<file path="config.mk">
export PLATFORM = sky130hd
export DESIGN_NAME = rca_share_arbiter
export DESIGN_NICKNAME = d
export VERILOG_FILES = /design/src/rtl/rca_share_arbiter.sv
export SDC_FILE = /design/constraint.sdc
export NUM_CORES = 1
export LEC_CHECK = 0
export ABC_AREA = 0
export CORE_MARGIN = 2
export CORE_UTILIZATION = 44
export CTS_CLUSTER_DIAMETER = 40
export CTS_CLUSTER_SIZE = 24
export DETAILED_ROUTE_END_ITERATION = 16
export HOLD_SLACK_MARGIN = 0.1
export PLACE_DENSITY_LB_ADDON = 0.08
export SYNTH_ARGS = -nofsm -noshare
export SYNTH_HDL_FRONTEND = slang
export SYNTH_SLANG_ARGS = --single-unit
</file>
<file path="constraint.sdc">
create_clock -name i_clk -period 14.2 [get_ports i_clk]
set_clock_uncertainty 0.05 [all_clocks]
set_input_delay 2.13 -clock i_clk [delete_from_list [all_inputs] [get_ports i_clk]]
set_output_delay 2.13 -clock i_clk [all_outputs]
set_load 0.05 [all_outputs]
</file>
<file path="src/rtl/rca_share_arbiter.sv">
// Round-robin arbiter time-sharing one ripple-carry adder among NUM_REQ requesters.
// Operands are held in registers while the adder settles for SETTLE_CYCLES cycles.

module ripple_carry_adder_27bit #(
  parameter int WIDTH = 27
) (
  input  logic [WIDTH-1:0] i_term1,
  input  logic [WIDTH-1:0] i_term2,
  output logic [WIDTH:0]   o_sum
);
  logic [WIDTH:0] carry;

  assign carry[0] = 1'b0;

  for (genvar b = 0; b < WIDTH; b++) begin : g_fa
    assign o_sum[b]     = i_term1[b] ^ i_term2[b] ^ carry[b];
    assign carry[b + 1] = (i_term1[b] & i_term2[b]) | (i_term1[b] & carry[b]) |
                          (i_term2[b] & carry[b]);
  end

  assign o_sum[WIDTH] = carry[WIDTH];
endmodule

// state  | meaning
// IDLE   | arbitrating; o_req_ready shows the round-robin winner
// SETTLE | operands held on the adder, settle counter running down
// RESP   | result presented until the consumer takes it
module rca_share_arbiter #(
  parameter int WIDTH         = 27,
  parameter int NUM_REQ       = 4,
  parameter int SETTLE_CYCLES = 2
) (
  input  logic                       i_clk,
  input  logic                       i_rst,
  input  logic [NUM_REQ-1:0]         i_req_valid,
  output logic [NUM_REQ-1:0]         o_req_ready,
  input  logic [NUM_REQ*WIDTH-1:0]   i_req_term1,
  input  logic [NUM_REQ*WIDTH-1:0]   i_req_term2,
  output logic                       o_rsp_valid,
  input  logic                       i_rsp_ready,
  output logic [WIDTH:0]             o_rsp_result,
  output logic [$clog2(NUM_REQ)-1:0] o_rsp_id,
  output logic                       o_busy
);
  localparam int IDW  = $clog2(NUM_REQ);
  localparam int CNTW = (SETTLE_CYCLES > 1) ? $clog2(SETTLE_CYCLES) : 1;
  localparam logic [IDW-1:0]  LAST_ID    = IDW'(NUM_REQ - 1);
  localparam logic [CNTW-1:0] CNT_RELOAD = CNTW'(SETTLE_CYCLES - 1);

  localparam logic [1:0] ST_IDLE   = 2'd0;
  localparam logic [1:0] ST_SETTLE = 2'd1;
  localparam logic [1:0] ST_RESP   = 2'd2;

  logic [1:0]         state_q, state_d;
  logic [IDW-1:0]     rr_ptr_q, rr_ptr_d;
  logic [CNTW-1:0]    cnt_q, cnt_d;
  logic [WIDTH-1:0]   op1_q, op1_d, op2_q, op2_d;
  logic [IDW-1:0]     id_q, id_d;
  logic               rsp_valid_q, rsp_valid_d;
  logic [WIDTH:0]     result_q, result_d;
  logic               busy_q, busy_d;

  logic [NUM_REQ-1:0] grant;
  logic [IDW-1:0]     grant_id;
  logic               found;
  logic [IDW:0]       idx;
  logic [WIDTH-1:0]   sel1, sel2;
  logic [WIDTH:0]     sum_w;
  logic               accept;

  ripple_carry_adder_27bit #(.WIDTH(WIDTH)) u_adder (
    .i_term1 (op1_q),
    .i_term2 (op2_q),
    .o_sum   (sum_w)
  );

  // First valid requester at or above rr_ptr, wrapping past NUM_REQ-1.
  always_comb begin
    grant    = '0;
    grant_id = '0;
    found    = 1'b0;
    idx      = '0;
    for (int i = 0; i < NUM_REQ; i++) begin
      idx = {1'b0, rr_ptr_q} + (IDW + 1)'(i);
      if (idx >= (IDW + 1)'(NUM_REQ)) idx = idx - (IDW + 1)'(NUM_REQ);
      if (!found && i_req_valid[idx[IDW-1:0]]) begin
        found                 = 1'b1;
        grant[idx[IDW-1:0]]   = 1'b1;
        grant_id              = idx[IDW-1:0];
      end
    end
  end

  always_comb begin
    sel1 = '0;
    sel2 = '0;
    for (int k = 0; k < NUM_REQ; k++) begin
      if (grant_id == IDW'(k)) begin
        sel1 = i_req_term1[k*WIDTH +: WIDTH];
        sel2 = i_req_term2[k*WIDTH +: WIDTH];
      end
    end
  end

  assign o_req_ready = (state_q == ST_IDLE && !i_rst) ? grant : '0;
  assign accept      = |o_req_ready;

  always_comb begin
    state_d     = state_q;
    rr_ptr_d    = rr_ptr_q;
    cnt_d       = cnt_q;
    op1_d       = op1_q;
    op2_d       = op2_q;
    id_d        = id_q;
    rsp_valid_d = rsp_valid_q;
    result_d    = result_q;
    case (state_q)
      ST_IDLE: begin
        if (accept) begin
          op1_d    = sel1;
          op2_d    = sel2;
          id_d     = grant_id;
          rr_ptr_d = (grant_id == LAST_ID) ? '0 : grant_id + 1'b1;
          cnt_d    = CNT_RELOAD;
          state_d  = ST_SETTLE;
        end
      end
      ST_SETTLE: begin
        if (cnt_q == '0) begin
          result_d    = sum_w;
          rsp_valid_d = 1'b1;
          state_d     = ST_RESP;
        end else begin
          cnt_d = cnt_q - 1'b1;
        end
      end
      ST_RESP: begin
        if (i_rsp_ready) begin
          rsp_valid_d = 1'b0;
          state_d     = ST_IDLE;
        end
      end
      default: state_d = ST_IDLE;
    endcase
    busy_d = (state_d != ST_IDLE);
  end

  always_ff @(posedge i_clk) begin
    if (i_rst) begin
      state_q     <= ST_IDLE;
      rr_ptr_q    <= '0;
      cnt_q       <= '0;
      op1_q       <= '0;
      op2_q       <= '0;
      id_q        <= '0;
      rsp_valid_q <= 1'b0;
      result_q    <= '0;
      busy_q      <= 1'b0;
    end else begin
      state_q     <= state_d;
      rr_ptr_q    <= rr_ptr_d;
      cnt_q       <= cnt_d;
      op1_q       <= op1_d;
      op2_q       <= op2_d;
      id_q        <= id_d;
      rsp_valid_q <= rsp_valid_d;
      result_q    <= result_d;
      busy_q      <= busy_d;
    end
  end

  assign o_rsp_valid  = rsp_valid_q;
  assign o_rsp_result = result_q;
  assign o_rsp_id     = id_q;
  assign o_busy       = busy_q;
endmodule

</file>
* After elaboration in Yosys (flattened, before gate mapping) *
Index checks and enable logic that the tools add are counted.
W data, S select, Z words.

storage, ports and cells
  register bits = 91
  latch bits = 0
  memory bits (writable) = 0
  bits in read-only memories = 0
  input bits = 223
  output and inout port bits = 36
  word-level logic and storage cells = 299
  memories = 0

operators by class
  $add $sub $neg = 9
  multiply operators = 0
  div/mod/pow operators = 0
  $lt $le $gt $ge = 12
  equality and inequality tests = 8
  shift operators = 0
  multiplexer cells = 51
  bitwise gates (word level) = 188
  reduce and logical (&&, ||, !) cells = 22

operators by type and width
  operator               number
  $mux W27               8
  $and A1 B1 Y1          79
  $xor A1 B1 Y1          53
  $or A1 B1 Y1           52
  $mux W2                12
  $mux W4                5
  $mux W1                15
  $lt A2 B3 Y1 const B   4
  $or A4 B4 Y4           3
  $ge A3 B3 Y1 const B   3
  $bmux W1 S2            4
  $demux W1 S2           4
  $ge A2 B1 Y1 const B   4
  $logic_and A1 B1 Y1    8
  $sub A2 B1 Y2 const B  4
  $add A2 B2 Y3 const B  2
  $eq A2 B2 Y1 const B   3
  $ne A2 B2 Y1 const B   3
  $pmux W2 S3            1
  $reduce_and A2 Y1      3
  $reduce_bool A2 Y1     3
  $eq A2 B1 Y1 const B   2
  $logic_not A1 Y1       4
  $logic_not A2 Y1       2
  other kinds (8)        9

* Depth between registers and ports, before layout *
Gate-level depths: netlist of the first run.

  depth after elaboration = 79
  depth in mapped cells = 29
  depth with buffers taken out = 29

* Modules after synthesis *
A second synthesis of the first run with hierarchy kept.

second synthesis, totals
  cell total of the unflattened synthesis = 705
  area, all modules = 6,119.6 um2

modules (own cells, without submodules)
  module                    times used  cells an instance  area each (um2)
  rca_share_arbiter         1           673                5,567.8
  ripple_carry_adder_27bit  1           32                 551.8

* Least setup slack after synthesis of the first run *
OpenSTA, ideal clock, no wires.

  path kind = register to register
  from = register op1_q[0]
  to = register result_q[26], in the netlist o_rsp_result[26]
  arrival time = 10.584 ns
  path slack = 3.481 ns
  stages on the path, launching flop included = 30
  buffers on the path = 0
  period minus slack after synthesis = 10.719 ns
  cell sequence = dfxtp_1 > ha_1 > fa_1 > fa_1 > fa_1 > fa_1 > fa_1 > fa_1 > fa_1 > fa_1 > fa_1 > fa_1 > fa_1 > fa_1 > fa_1 > fa_1 > fa_1 > fa_1 > fa_1 > fa_1 > fa_1 > fa_1 > fa_1 > fa_1 > fa_1 > fa_1 > fa_1 > inv_1 > fa_1 > a211oi_1

on the way
  word-level cells in the longest chain between the ends = 77
  elaborated cells on any way between the ends = 102
  those cells by class = bitwise: 102

RTL lines
  element                 RTL line  text
  from (decl)             57        logic [WIDTH-1:0] op1_q, op1_d, op2_q, op2_d;
  from (signal assigned)  163       op1_q <= op1_d;
  $and A1 B1 Y1 *         17        assign carry[b + 1] = (i_term1[b] & i_term2[b]) | (i_term1[b] & carry[b]) |
  $and A1 B1 Y1           17
  $or A1 B1 Y1            17
  $or A1 B1 Y1 *          17
  $and A1 B1 Y1           17
  $or A1 B1 Y1            17
  $or A1 B1 Y1 *          17
  $and A1 B1 Y1           17
  [... 61 more ...]       -
  $or A1 B1 Y1 *          17
  $and A1 B1 Y1           17
  $or A1 B1 Y1            17
  $or A1 B1 Y1 *          17
  $and A1 B1 Y1           17
  $or A1 B1 Y1            17
  $or A1 B1 Y1 *          17
  $xor A1 B1 Y1 *         16        assign o_sum[b] = i_term1[b] ^ i_term2[b] ^ carry[b];
  to (signal assigned)    167       result_q <= result_d;
  to (decl)               60        logic [WIDTH:0] result_q, result_d;

Every way passes the cells marked *; elsewhere a longest branch is shown, timed or not.
A chain may end at the register's enable or synchronous reset.

* Worst setup path in the final report of the first run *
Same ends and word-level chain as after synthesis.

==> metrics, run 1 <==
die area=around 15000 µm²; drt drc=0; Setup CP Type=register to register; # port buffers=258; Mapped Cells=752; worst min path class=register to register; Layout Cells excl Fill=1145; syn avg cell area=8.33 µm²; GR Overflow Total=0; TritonCTS Buffers=9; Ys Warns=0; Register-to-Register Path Depth=29; critical path's slowest cell=fa_1; run status=finished clean; crit path buf inv count=1; H-tree depth=3; Fmax=88.4 MHz; CP Data Arrival Time=11.52 ns; CP Max Fanout=2; Post-CTS Setup Inserts=0; Worst IR Drop VDD=141 µV; cell count after placement=between 1000 and 1500; P_leak=3.53 nW; Place WS=2.91 ns; GRT met1 Usage=0.348; CTS root buffer=clkbuf_16; via count=6073; via-per-instance ratio=5.30; Top Usage Layer GRT=met2; largest net degree at the start of global routing=110; WP data required=14.40 ns; post-synthesis register bit count=91; Post-synth EDFFs=0; # diodes=0; relative slew slack=0.268; Crit path largest cell delay=0.43 ns; ys flop type=dfxtp_1; Die H=123 µm; grt met2 use=0.423; Tot Pwr=between 0.0015 and 0.002 W; placed inst area=8770 µm²; Pre-Repair DR Iteration Count=5; CTS tree=built; fillers=1221; Core Rows=43; number of hold buffers added after CTS=0; Starting Density=0.451; num ports=259; post-route cell area=roughly 9100 µm²; kind of cell adding the most delay to the critical path=adder cells; Final setup viols=0; Antenna Nets Post-Route=0; mapped cell area=6260 µm²; Nets=1221; global-route wire length before repair=30400 µm; GRT Util Overall=0.260; met3 GRT Util=0.0600; initial antenna violation count=0; Routed WL=~20000 µm; Slew Limit Fails=0; vias in the first global route=5953; area grow syn2layout=45.0%; worst hold stages=2; register area share after synthesis=0.291; Final Hold Vio Count=0; Syn Nets=~1000; share of cells above drive strength 1=0.0425; clock buffer depth=2; Iter 0 DRT Violations=383; Die X-Extent=123 µm; post-DP HPWL=15600 µm; Core ar.=13900 µm²; CP dominant cell by count=fa_1; R2R setup slack=a little under 3 ns; final period utilization=0.797; RSZ-0062 raised after global routing=no; Power Density=217 nW/µm²; clock slew at reported path FFs=0.06 ns; Critical Path End Type=register; post-CTS sizing=0; final setup TNS=0 ns; Synth cell types=43; Startpoint Class=register; Slew @ Worst Pin=1.10 ns; CTS sink count=91; WP depth=29; RD Place Congestion=between 0.8 and 0.9; Skew-Pair Late Insertion Delay=~0.34 ns; Max Cap Viol=0; min Tclk post-route=11.31 ns; final worst slack=2.89 ns; routed wire length per instance=17.5 µm; Async SR Flop Fraction=0
[power by group]
group | leakage (nW) | switching (W) | internal, W
registers | 0.747 | 0.0000613 | 0.000335
clock network | 0.148 | 0.0000983 | 0.000141
logic | 2.63 | 0.000790 | 0.000545
[routing by layer]
metal | vias up | part of all wire
met2 | 229 | 0.47
li1 | 3033 | -
met1 | 2793 | 0.44
met5 | - | 0
met3 | 18 | 0.077
met4 | 0 | 0.013
[layout make-up]
type / count / area, µm² / share of cell area
flip-flops and latches: 91 / 1820 / 0.201
well taps: 180 / 225 / 0.0248
repair buffers: 264 / 2620 / 0.289
inverters: 10 / 37.5 / 0.00414
clock buffers: 10 / 239 / 0.0263
clock inverters: 6 / 65.1 / 0.00717
multi-input cells: 584 / 4070 / 0.448
[Yosys cell counts (2+ instances only)]
| library cell | count | area share |
|---|---|---|
| a21oi_1 | 136 | 0.11 |
| dfxtp_1 | 91 | 0.29 |
| nand2_1 | 87 | 0.052 |
| nand2b_1 | 64 | 0.064 |
| mux2i_1 | 58 | 0.093 |
| clkbuf_1 | 52 | 0.031 |
| nor2b_1 | 35 | 0.035 |
| nor3_1 | 33 | 0.026 |
| nor2_1 | 31 | 0.019 |
| a221oi_1 | 30 | 0.042 |
| fa_1 | 26 | 0.083 |
| nand3b_1 | 26 | 0.031 |
| ha_1 | 12 | 0.024 |
| inv_1 | 9 | 0.0054 |
| buf_12 | 6 | 0.019 |
| a211oi_1 | 5 | 0.0060 |
| mux4_2 | 4 | 0.014 |
| a31oi_1 | 3 | 0.0030 |
| buf_1 | 3 | 0.0018 |
| buf_4 | 3 | 0.0036 |
| nand3_1 | 3 | 0.0024 |
| o21a_1 | 3 | 0.0036 |
| o21ai_0 | 3 | 0.0024 |
| or3b_1 | 3 | 0.0042 |
| a311o_1 | 2 | 0.0032 |
| buf_6 | 2 | 0.0036 |
| nor2_2 | 2 | 0.0020 |
| o21bai_1 | 2 | 0.0024 |
| o31ai_1 | 2 | 0.0024 |
| or2_2 | 2 | 0.0020 |
| or2b_1 | 2 | 0.0024 |
[final timing paths]
kind	startpoint	to
worst max-delay path	op1_q[0]$_SDFFE_PP0P_	o_rsp_result[26]$_SDFFE_PP0P_
worst max register to register	op1_q[0]$_SDFFE_PP0P_	o_rsp_result[26]$_SDFFE_PP0P_
worst min-delay path	o_rsp_result[5]$_SDFFE_PP0P_	o_rsp_result[5]$_SDFFE_PP0P_
worst min register to register	o_rsp_result[5]$_SDFFE_PP0P_	o_rsp_result[5]$_SDFFE_PP0P_
[registers in the layout, summed over array words and instances, names as in the netlist]
signal / flops
o_rsp_valid: 1
rr_ptr_q: 2
o_rsp_id: 2
cnt_q: 1
op2_q: 27
o_rsp_result: 28
state_q: 2
o_busy: 1
op1_q: 27
[cell usage in the layout (no fill, tap or decap), types with 26 or more instances in the layout]
cell type | netlist | layout
a21oi_1 | 136 | 136
a221oi_1 | 30 | 30
clkdlybuf4s50_1 | 0 | 257
dfxtp_1 | 91 | 91
fa_1 | 26 | 26
mux2i_1 | 58 | 58
nand2_1 | 87 | 87
nand2b_1 | 64 | 64
nand3b_1 | 26 | 26
nor2_1 | 31 | 30
nor2b_1 | 35 | 34
nor3_1 | 33 | 33
[metrics by stage]
step,utilization,hold WS [ns]
2_1_floorplan,-,0.402
3_3_place_gp,0.632,0.398
3_5_place_dp,0.632,0.400
4_1_cts,0.654,0.409
5_1_grt,0.654,0.424
6_report,0.654,0.411
[kinds of logic (layout without fill, tap and decap cells)]
logic type               Yosys count  count (layout)  synth area share
adder cells (fa/ha/maj)           38              38             0.107
buffers and inverters             77             290            0.0661
multiplexers                      62              62             0.107
flip-flops                        91              91             0.291
AO/OA/AOI/OAI                    189             189             0.177
AND/OR/NAND/NOR                  295             295             0.251
[tightest hold or removal path: cells and delay by family (launching register included)]
family / cells / cell delay (ns)
compound gates: 1 / 0.05
flops: 1 / 0.31
simple gates: 1 / 0.05
Note: power is estimated with default switching activity, not from simulation.
==> inputs of run 2 (changes only) <==
Clock period 14.2 ns to 11.1 ns, I/O delays scaled along.
==> metrics, run 2 (synthesis results as in run 1) <==
GR Overflow Total=0 (unchanged); Die X-Extent=123 µm (unchanged); vias in the first global route=5925 (-0.47%); Critical Path End Type=register; final setup TNS=0 ns (unchanged); Reg area=1820 µm² (unchanged); Setup CP Type=register to register; fillers=1163 (-4.8%); Register-to-Register Path Depth=29 (unchanged); Skew-Pair Late Insertion Delay=0.33 ns (about the same); final period utilization=0.972 (+0.175); CTS root buffer=clkbuf_16; CP Max Fanout=2 (unchanged); Power Density=282 nW/µm² (+30%); Slew Limit Fails=0 (unchanged); Antenna Nets Post-Route=0 (unchanged); via-per-instance ratio=5.32 (+0.21%); Nets=1221 (unchanged); commonest non-fill, non-tap cell in the layout=clkdlybuf4s50_1; WP data required=11.30 ns (-3.10 ns); Tot Pwr=0.00258 W (+31%); Starting Density=0.451 (unchanged); R2R setup slack=0.32 ns (-2.57 ns); Final Hold Vio Count=0 (unchanged); initial antenna violation count=0 (unchanged); Fmax=92.7 MHz (+4.9%); max reg flops=28 (unchanged); routed wire length per instance=17.4 µm (-0.15%); RSZ-0062 raised after global routing=no; crit path buf inv count=1 (unchanged); area grow syn2layout=46.1%; fin util=0.659 (+0.00505); Crit path largest cell delay=0.42 ns (about the same); largest net degree at the start of global routing=109 (-0.91%); Final setup viols=0 (unchanged); via count=6091 (+0.30%); Multi-input gate area=4090 µm² (+0.68%); Core Rows=43 (unchanged); CTS sink count=91 (unchanged); clock buffer depth=2 (unchanged); min Tclk post-route=10.78 ns (-0.530 ns); post-DP HPWL=15600 µm (about the same); Startpoint Class=register; num ports=259 (unchanged); worst hold stages=2 (unchanged); worst min path class=register to register; global-route wire length before repair=30300 µm (-0.43%); # port buffers=258 (unchanged); Max Cap Viol=0 (unchanged); TritonCTS Buffers=9 (unchanged); Die H=123 µm (unchanged); GRT Util Overall=0.258 (-0.00132); number of hold buffers added after CTS=0 (unchanged); RD Place Congestion=0.876 (about the same); Post-CTS Setup Inserts=0 (unchanged); hold-critical path endpoint=o_rsp_result[6]$_SDFFE_PP0P_; relative slew slack=0.288 (+0.0201); critical path's slowest cell=fa_1; Slew @ Worst Pin=1.07 ns (-0.0301 ns); Core ar.=13900 µm² (unchanged); share of cells above drive strength 1=0.0508 (+0.00829); Pre-Repair DR Iteration Count=5 (unchanged); Routed WL=20000 µm (about the same); RR Startpoint=op1_q[0]$_SDFFE_PP0P_; post-route cell area=9150 µm² (+0.77%); CP Data Arrival Time=10.98 ns (-0.54 ns); CP dominant cell by count=fa_1; kind of cell adding the most delay to the critical path=adder cells; run status=finished clean; H-tree depth=3 (unchanged); reg2reg end=o_rsp_result[26]$_SDFFE_PP0P_; drt drc=0 (unchanged); CTS tree=built; hold_sp=o_rsp_result[6]$_SDFFE_PP0P_; commonest cells after routing, fill and taps aside=clkdlybuf4s50_1 (257), a21oi_1 (136), dfxtp_1 (91); Iter 0 DRT Violations=516 (+35%); P_leak=3.53 nW (about the same); Worst IR Drop VDD=163 µV (+15%); clock slew at reported path FFs=0.06 ns (about the same); placed inst area=8770 µm² (unchanged); die area=15200 µm² (unchanged)
-- run 2: what timing repair did --
action | CTS | global route
resized for setup | 3 | 7
setup endpoints to repair | 1 | 2
gates cloned | 0 | 0
-- run 2: stage by stage --
step	worst slack, ns	instances	hold slack (ns)
floorplan	0.381	752	0.402
global placement	0.0418	1129	0.397
detailed placement	-0.105	1129	0.402
CTS	0.0126	1145	0.410
global route	0.0262	1145	0.436
finish	0.316	1146	0.406
-- run 2: worst max-delay path by stage --
stage	startpoint	to	slack, ns	depth (start not counted)
floorplan	op1_q[0]$_SDFFE_PP0P_	o_rsp_result[26]$_SDFFE_PP0P_	0.38	29
global placement	op1_q[0]$_SDFFE_PP0P_	o_rsp_result[26]$_SDFFE_PP0P_	0.04	29
detailed placement	op1_q[0]$_SDFFE_PP0P_	o_rsp_result[26]$_SDFFE_PP0P_	-0.11	29
CTS	op1_q[0]$_SDFFE_PP0P_	o_rsp_result[26]$_SDFFE_PP0P_	0.01	29
global route	op1_q[0]$_SDFFE_PP0P_	o_rsp_result[26]$_SDFFE_PP0P_	0.03	29
finish	op1_q[0]$_SDFFE_PP0P_	o_rsp_result[26]$_SDFFE_PP0P_	0.32	29
-- run 2: metal layers --
metal / GRT usage / vias to the layer above / wire (µm)
met1: 0.352 / 2798 / 8860
met5: 0 / - / 0
li1: - / 3033 / -
met3: 0.0563 / 21 / 1370
met4: 0.0803 / 0 / 372
met2: 0.409 / 239 / 9400
-- run 2: tightest hold or removal path, stage by stage (launching register included) --
cell and delay [ns]:
dfxtp_1 0.31, nand2_1 0.05, a21oi_1 0.05
-- run 2: area by class of cell --
cell class | instances | area share
inverter | 10 | 0.00410
antenna | 1 | 0.000274
multi-input combinational | 584 | 0.448
timing repair buffer | 264 | 0.287
clock buffer | 12 | 0.0269
tap | 180 | 0.0246
sequential | 91 | 0.199
clock inverter | 4 | 0.0107
-- run 2: where the power goes --
group          switching, W  internal [W]  leakage [nW]
registers         0.0000796      0.000429         0.747
logic               0.00101      0.000706          2.62
clock network      0.000121      0.000226         0.163
